--- config.mk ---
export PLATFORM = sky130hd
export DESIGN_NAME = div_ctrl
export DESIGN_NICKNAME = d
export VERILOG_FILES = /design/src/rtl/div_ctrl_pkg.sv /design/src/rtl/div_ctrl_core.sv /design/src/rtl/div_ctrl.sv
export SDC_FILE = /design/constraint.sdc
export NUM_CORES = 1
export LEC_CHECK = 0
export BUFFER_PORTS_ARGS = -buffer_cell sky130_fd_sc_hd__buf_2
export CORE_ASPECT_RATIO = 0.9
export CORE_MARGIN = 2
export CORE_UTILIZATION = 40
export CTS_BUF_LIST = sky130_fd_sc_hd__clkbuf_8 sky130_fd_sc_hd__clkbuf_16
export CTS_CLUSTER_DIAMETER = 150
export DETAILED_ROUTE_END_ITERATION = 6
export MAX_ROUTING_LAYER = met4
export PLACE_DENSITY = 0.58
export SLEW_MARGIN = 20
export SYNTH_ARGS = -nofsm -noshare
export SYNTH_HDL_FRONTEND = slang
export SYNTH_SLANG_ARGS = --single-unit
export TNS_END_PERCENT = 5
--- constraint.sdc ---
create_clock -name I_CLK -period 2.62 [get_ports I_CLK]
set_input_delay 0.262 -clock I_CLK [delete_from_list [all_inputs] [get_ports I_CLK]]
set_output_delay 0.262 -clock I_CLK [all_outputs]
set_load 0.05 [all_outputs]
--- src/rtl/div_ctrl_pkg.sv ---
// div_ctrl_pkg
// Shared definitions for the programmable clock divider:
//   state_t      - control FSM states (IDLE / RUN / STOP)
//   CNT_W_DEF    - default width of the half-period terminal count
//   DEF_HALF_DEF - default terminal count loaded at reset (9 -> divide-by-20)
//   PERIOD_CNT_W - width of the optional output-period counter
package div_ctrl_pkg;

  typedef enum logic [1:0] {
    IDLE = 2'd0,
    RUN  = 2'd1,
    STOP = 2'd2
  } state_t;

  localparam int CNT_W_DEF    = 6;
  localparam int DEF_HALF_DEF = 9;
  localparam int PERIOD_CNT_W = 16;

endpackage

--- src/rtl/div_ctrl_core.sv ---
// div_ctrl_core
// Half-period counter and divided-clock toggle.
// Ports:
//   clk      in   clock (rising edge)
//   rst_n    in   asynchronous active-low reset
//   run      in   1 = count; 0 = hold everything at the idle values
//   terminal in   terminal count T; each half-period lasts T+1 cycles
//   at_term  out  counter currently equals the terminal count
//   o_clk    out  divided clock (registered)
//   o_tick   out  one-cycle pulse during the first cycle o_clk is high
module div_ctrl_core
  import div_ctrl_pkg::*;
#(
  parameter int CNT_W = CNT_W_DEF
) (
  input  logic             clk,
  input  logic             rst_n,
  input  logic             run,
  input  logic [CNT_W-1:0] terminal,
  output logic             at_term,
  output logic             o_clk,
  output logic             o_tick
);

  logic [CNT_W-1:0] cnt_reg;
  logic             o_clk_reg;
  logic             o_tick_reg;

  assign at_term = (cnt_reg == terminal);
  assign o_clk   = o_clk_reg;
  assign o_tick  = o_tick_reg;

  always_ff @(posedge clk or negedge rst_n) begin
    if (!rst_n) begin
      cnt_reg    <= '0;
      o_clk_reg  <= 1'b0;
      o_tick_reg <= 1'b0;
    end else if (!run) begin
      cnt_reg    <= '0;
      o_clk_reg  <= 1'b0;
      o_tick_reg <= 1'b0;
    end else if (at_term) begin
      // The terminal cycle restarts the count, so cnt never passes terminal.
      cnt_reg    <= '0;
      o_clk_reg  <= ~o_clk_reg;
      o_tick_reg <= ~o_clk_reg;  // pulse only on the 0->1 toggle
    end else begin
      cnt_reg    <= cnt_reg + CNT_W'(1);
      o_tick_reg <= 1'b0;
    end
  end

endmodule

--- src/rtl/div_ctrl.sv ---
// div_ctrl
// Programmable clock divider with a run/stop FSM and a valid/ready ratio port.
// A new ratio is parked in a one-deep pending register and only takes effect
// in IDLE or at an O_CLK 1->0 toggle, so output half-periods are never cut.
// Ports:
//   I_CLK      in   clock (rising edge)
//   rst_n      in   asynchronous active-low reset
//   en         in   level run request
//   cfg_valid  in   new-ratio request
//   cfg_half   in   requested terminal count T (half-period = T+1 cycles)
//   cfg_ready  out  ratio-request accept (high when nothing is pending)
//   O_CLK      out  divided clock, registered
//   O_TICK     out  one-cycle pulse in the cycle O_CLK goes 0->1
//   busy       out  high in RUN and STOP
//   cur_half   out  terminal count currently in force
//   period_cnt out  (only with DIV_CTRL_PERIOD_CNT_EN) count of O_TICK pulses
// Build option: define DIV_CTRL_PERIOD_CNT_EN to add period_cnt.
module div_ctrl
  import div_ctrl_pkg::*;
#(
  parameter int CNT_W    = CNT_W_DEF,
  parameter int DEF_HALF = DEF_HALF_DEF
) (
  input  logic                    I_CLK,
  input  logic                    rst_n,
  input  logic                    en,
  input  logic                    cfg_valid,
  input  logic [CNT_W-1:0]        cfg_half,
  output logic                    cfg_ready,
  output logic                    O_CLK,
  output logic                    O_TICK,
  output logic                    busy,
  output logic [CNT_W-1:0]        cur_half
`ifdef DIV_CTRL_PERIOD_CNT_EN
  ,
  output logic [PERIOD_CNT_W-1:0] period_cnt
`endif
);

  localparam logic [CNT_W-1:0] DEF_HALF_V = DEF_HALF[CNT_W-1:0];

  state_t           state_reg;
  state_t           state_next;
  logic [CNT_W-1:0] cur_half_reg;
  logic [CNT_W-1:0] pend_half_reg;
  logic             pend_valid_reg;
  logic             at_term;
  logic             run;
  logic             boundary;
  logic             load;
  logic             accept;

  // Leaving RUN/STOP with O_CLK low (or at the falling toggle) goes straight
  // to IDLE: the stop phase has nothing left to finish.
  always_comb begin
    state_next = state_reg;
    case (state_reg)
      IDLE: if (en) state_next = RUN;
      RUN:  if (!en) state_next = (!O_CLK || at_term) ? IDLE : STOP;
      STOP: begin
        if (en)                     state_next = RUN;
        else if (!O_CLK || at_term) state_next = IDLE;
      end
      default: state_next = IDLE;
    endcase
  end

  assign busy = (state_reg != IDLE);
  // Core counts only while staying busy; the entry cycle and the exit cycle
  // both hold it cleared, giving the T+1 latency to the first rise.
  assign run = busy && (state_next != IDLE);
  // Period boundary = the O_CLK 1->0 toggle.
  assign boundary = busy && O_CLK && at_term;
  // Load uses the registered pending flag, so a same-cycle transfer waits.
  assign load   = pend_valid_reg && (!busy || boundary);
  assign accept = cfg_valid && !pend_valid_reg;

  assign cfg_ready = ~pend_valid_reg;
  assign cur_half  = cur_half_reg;

  always_ff @(posedge I_CLK or negedge rst_n) begin
    if (!rst_n) begin
      state_reg      <= IDLE;
      cur_half_reg   <= DEF_HALF_V;
      pend_half_reg  <= '0;
      pend_valid_reg <= 1'b0;
    end else begin
      state_reg <= state_next;
      if (load) begin
        cur_half_reg   <= pend_half_reg;
        pend_valid_reg <= 1'b0;
      end else if (accept) begin
        pend_half_reg  <= cfg_half;
        pend_valid_reg <= 1'b1;
      end
    end
  end

  div_ctrl_core #(
    .CNT_W(CNT_W)
  ) u_core (
    .clk     (I_CLK),
    .rst_n   (rst_n),
    .run     (run),
    .terminal(cur_half_reg),
    .at_term (at_term),
    .o_clk   (O_CLK),
    .o_tick  (O_TICK)
  );

`ifdef DIV_CTRL_PERIOD_CNT_EN
  always_ff @(posedge I_CLK or negedge rst_n) begin
    if (!rst_n) period_cnt <= '0;
    else if (O_TICK) period_cnt <= period_cnt + PERIOD_CNT_W'(1);
  end
`else
  // No period counter in this build.
`endif

endmodule

Word-level counts from Yosys, hierarchy flattened
Index checks and enable logic that the tools add are counted.
{ "op_classes": {"n_reduce_logical": 15, "muxes": 14, "eq_ne": 4, "add_sub_neg": 1, "bitwise_logic": 3} }
{ "ops": {"columns": ["operator", "count"], "rows": [
  ["$mux 6", 2],
  ["$mux 2", 5],
  ["$add 6x1->6 const B", 1],
  ["$eq 6x6->1", 1],
  ["$mux 1", 6],
  ["$pmux 2 s3", 1],
  ["$reduce_bool 2->1", 3],
  ["$logic_and 1x1->1", 5],
  ["$logic_not 1->1", 3],
  ["$not 1->1", 3],
  ["$eq 2x1->1 const B", 1],
  ["$eq 2x2->1 const B", 1],
  ["$logic_not 2->1", 1],
  ["$logic_or 1x1->1", 2],
  ["$ne 2x2->1 const B", 1],
  ["$reduce_and 2->1", 1]
]} }
{ "totals": {"wordCells": 44, "register_bits": 23, "in_bits": 10, "output_inout_bits": 10} }

Logic depth before layout (Yosys ltp)
{ "depth": {"word_depth": 8, "mapped_depth": 5, "mapped_depth_nobuf": 4} }

Cells and area by module
Synthesis repeated with hierarchy kept, for this count alone.
{ "hier_totals": {"hier_cells": 79, "hier_area_um2": 1021.0} }
{ "by_module_without_submodules": {"columns": ["mod", "cells_each", "area_each_um2", "seq_area_each_um2", "n_inst"], "rows": [
  ["div_ctrl", 41, 625.6, 377.9, 1],
  ["div_ctrl_core", 38, 395.4, 200.2, 1]
]} }

Worst setup path after synthesis
No wires, ideal clock.
{ "synth_timing": {"kind": "flip-flop to flip-flop", "start": "register cur_half_reg[3] (netlist: cur_half[3])", "end": "register cur_half_reg[1] (netlist: cur_half[1])", "setup_slack_ns": 0.720, "t_required_ns": 2.495, "arrival_ns": 1.775, "synth_period_minus_slack_ns": 1.900, "stages_incl_launch_ff": 6, "setup_time_ns": 0.125, "path_cell_list": "dfstp_2 > xnor2_1 > nand4_1 > o32a_1 > buf_6 > mux2_4"} }
{ "synth_between": {"elab_chain_cells": 4} }
{ "synth_rtl": {"columns": ["item", "line_no", "source"], "rows": [
  ["from (decl)", "div_ctrl.sv:44", "logic [CNT_W-1:0] cur_half_reg;"],
  ["from (signal assigned)", "div_ctrl.sv:90", "cur_half_reg <= pend_half_reg;"],
  ["$eq 6x6->1", "div_ctrl_core.sv:29", "assign at_term = (cnt_reg == terminal);"],
  ["$logic_and 1x1->1", "div_ctrl.sv:73", "assign boundary = busy && O_CLK && at_term;"],
  ["$logic_or 1x1->1", "div_ctrl.sv:75", "assign load = pend_valid_reg && (!busy || boundary);"],
  ["$logic_and 1x1->1", "div_ctrl.sv:75", null]
]} }
No other way between the ends.
A chain may end at the register's enable or synchronous reset.

Worst setup path in the final report
{ "layout_timing": {"start": "register cur_half_reg[0] (netlist: cur_half[0])", "end": "register cur_half_reg[5] (netlist: cur_half[5])"} }
The elaborated chain is that of the path after synthesis.

==> impl_summary.txt <==
----------------------------------------------------
[Global routing]
  Number of global-route vias before repair ... 634
  Wire length of the first global-routing pass ... 2890 um
  Antenna violations before repair ... 0
  Sum of overflow across all layers after global routing ... 0
  Met2 Track Usage GR ... 20.9%
  Routing usage on met3 ... 4.98%
  Largest net degree at the start of global routing ... 24
  GRT Resource Usage Total ... 13.5%
  Global Route met1 Usage ... 17.4%
  GRT Max-Usage Layer ... met2

[Logic synthesis]
  Sequential-to-total area share from yosys stat ... 57.2%
  Cell area after technology mapping ... 1010 um^2
  Register bit count reported by yosys ... 23
  Top cell type by total area after synthesis ... dfrtp_1
  Number of library cell types mapped by synthesis ... 24
  Instance count of the mapped netlist ... 78
  Syn. warnings ... 0
  Synth top area share ... 52.0%
  Post-Synthesis Mean Instance Area ... 12.9 um^2
  Syn nets ... 89
  Top area cells in the synthesized netlist ... dfrtp_1 52%, mux2_4 8.9%, xnor2_1 7.8%, mux2_2 6.7%, dfstp_2 5.2%

[Final layout]
  Most frequent cells in the layout ... 21 x dfrtp_1, 19 x buf_2, 10 x nor2_1, 9 x xnor2_1
  Fill cells ... 231
  Utilization after layout ... 48.7%
  Leading cell type in the layout, fill and taps excluded ... dfrtp_1
  Antenna fix cells ... 0
  Final Net Count ... 112
  Area growth from synthesis to layout ... 16.9%
  Fraction of final layout cells with drive strength greater than 1 ... 37.0%
  Final Non-Filler Cells ... 128

[Setup path]
  Kind of critical path ... reg2reg
  Critical Path Sink Type ... flop
  Element type at the critical path start ... flop
  Arrival @ worst endpoint ... 1.97 ns
  Max stage delay on crit path ... 0.56 ns
  Top fanout value on the critical path ... 7
  Worst EP required ... 2.76 ns
  Slowest cell on the critical path ... dfstp_2
  Crit-path cells ... xnor2_1 > nand4_1 > o32a_1 > mux2_4

[Die]
  Die H ... 51.7 um
  Core Rows ... 17
  Count of boundary I/O pins ... 20
  Initial Util ... 41.6%
  Floorplan die width ... 57.0 um
  CORE AREA ... 2420 um^2
  Die area ... 2940 um^2

[Route]
  Vias post-DR ... 628
  Post-DR vias/cell ... 4.91
  Antenna Violating Nets Remaining ... 0
  Length of the first detailed-routing pass in iterations ... 2
  Remaining DRCs ... 0
  Iter 0 DRT Violations ... 12
  Average wire length per cell after detail routing ... 12.3 um
  Total Routed Length ... 1580 um

[Pwr]
  Cell area power density ... 1020 nW/um^2
  Static leakage power ... 0.546 nW
  Fraction of power spent switching nets ... 38.7%
  Cell internal power dissipation ... 0.000736 W
  Power share of the clock group ... 17.1%
  Net Sw Power ... 0.000465 W
  Register share of total power ... 44.0%
  Peak supply drop ... 0.545 mV
  Combinational power share ... 38.9%

[STA]
  Setup TNS ... 0 ns
  Worst slew pin tran ... 0.496 ns
  Achievable clock frequency ... 546 MHz
  Number of hold-slack violations in the final timing report ... 0
  Share of the cycle needed by the critical path after routing ... 69.9%
  Worst slew slack as a fraction of its limit ... 66.9%
  Final count of pins violating max slew ... 0
  Final Critical Period ... 1.83 ns
  Unrepaired setup endpoints after global routing ... no
  Final setup violation count ... 0
  Post-route clock skew ... 0.00587 ns

[Placed design]
  Half-perimeter wire length of the detailed placement result ... 1240 um
  Final GP Congestion ... 0.810
  Port Buffers ... 19
  Cells after DPL ... 123

[Clock tree]
  Clock slew at reported path FFs ... 0.08 ns
  Num CTS Buffers ... 3
  TritonCTS clock tree ... done
  Max clock buf depth ... 2
  Post-CTS setup buffers ... 0
  Clock Root Buffer ... clkbuf_8
  Clock net sink count ... 23
  Number of H-tree levels ... 1
  Clock insertion delay at the later pin of the skew report ... 0.26 ns

[Flow run]
  Maximum Capacitance Violations ... 0

[Outcome]
  Run status ... finished clean

[Worst hold path]
  Classification of the worst-slack hold path ... in2reg

----------------------------------------------------
## per-stage QoR
step	hold slack (ns)	setup WS, ns	total power (W)	area, um^2
after CTS	0.203	0.758	0.00122	1180
after global routing	0.212	0.664	0.00127	1180
after detailed placement	0.261	0.770	0.00101	1120
after floorplan	-0.0336	0.720	0.000903	1010
final	0.211	0.788	0.00120	1180
after global placement	0.259	0.818	0.00100	1120
## synth_stat cells (all sizes together)
master,number
nor4b,1
dfstp,2
nor4,1
xor2,2
nor2,10
buf,1
or2,1
nand4,1
o21bai,1
a21boi,1
dfrtp,21
nand3,2
nand2b,2
nor2b,1
inv,2
clkbuf,1
mux2,12
ha,1
xnor2,9
o21a,1
o32a,1
o21ai,1
nand2,3
## power by group through the flow
stage	clock network (W)	logic, W	registers (W)
floorplan	0	0.000209	0.000695
global placement	0	0.000469	0.000531
detailed placement	0	0.000470	0.000538
CTS	0.000216	0.000474	0.000529
global route	0.000233	0.000494	0.000543
finish	0.000206	0.000467	0.000528
## final timing paths
kind                               from            to  slack [ns]  cells past startpoint
setup / recovery            cur_half[0]   cur_half[5]        0.79                      4
hold / removal                       en  state_reg[1]        0.21                      2
setup reg to reg            cur_half[0]   cur_half[5]        0.79                      4
hold reg to reg            state_reg[1]  state_reg[0]        0.50                      1
max in group asynchronous         rst_n   cur_half[3]        1.76                      2
min in group asynchronous         rst_n  u_core.o_clk        0.50                      2
## routing by layer
| layer | wire length (um) | part of all wire (%) |
|---|---|---|
| met5 | 0 | 0 |
| met4 | 11 | 0.70 |
| met3 | 68 | 4.3 |
| met2 | 752 | 48 |
| met1 | 743 | 47 |
## critical path: cells and delay by family (launching register included)
family	cells	cell delay [ns]
flops	1	0.56
compound gates	1	0.52
mux	1	0.34
simple gates	1	0.17
xor+xnor	1	0.12
## what timing repair did
item                                   in CTS  in global routing
hold buffers                                1                  0
gates resized for setup                     0                  0
endpoints found under the hold margin      21                  0
## area by class of cell
class                      instances  area [um^2]  share of cell area (%)
inverter                           2         7.51                   0.636
tap                               28         35.0                    2.97
clock inverter                     1         3.75                   0.318
sequential                        23          578                    49.0
multi-input combinational         51          409                    34.7
timing repair buffer              20          105                    8.91
clock buffer                       3         41.3                    3.50
## cell families after synthesis
family          count (synthesis)  share of synthesized area, %
xor+xnor                       11                          9.54
mux                            12                          15.6
compound gates                  5                          3.72
buf+inv                         4                          2.23
fa+ha+maj                       1                          1.24
simple gates                   22                          10.4
flops                          23                          57.2
(Power assumes the default switching activity.)
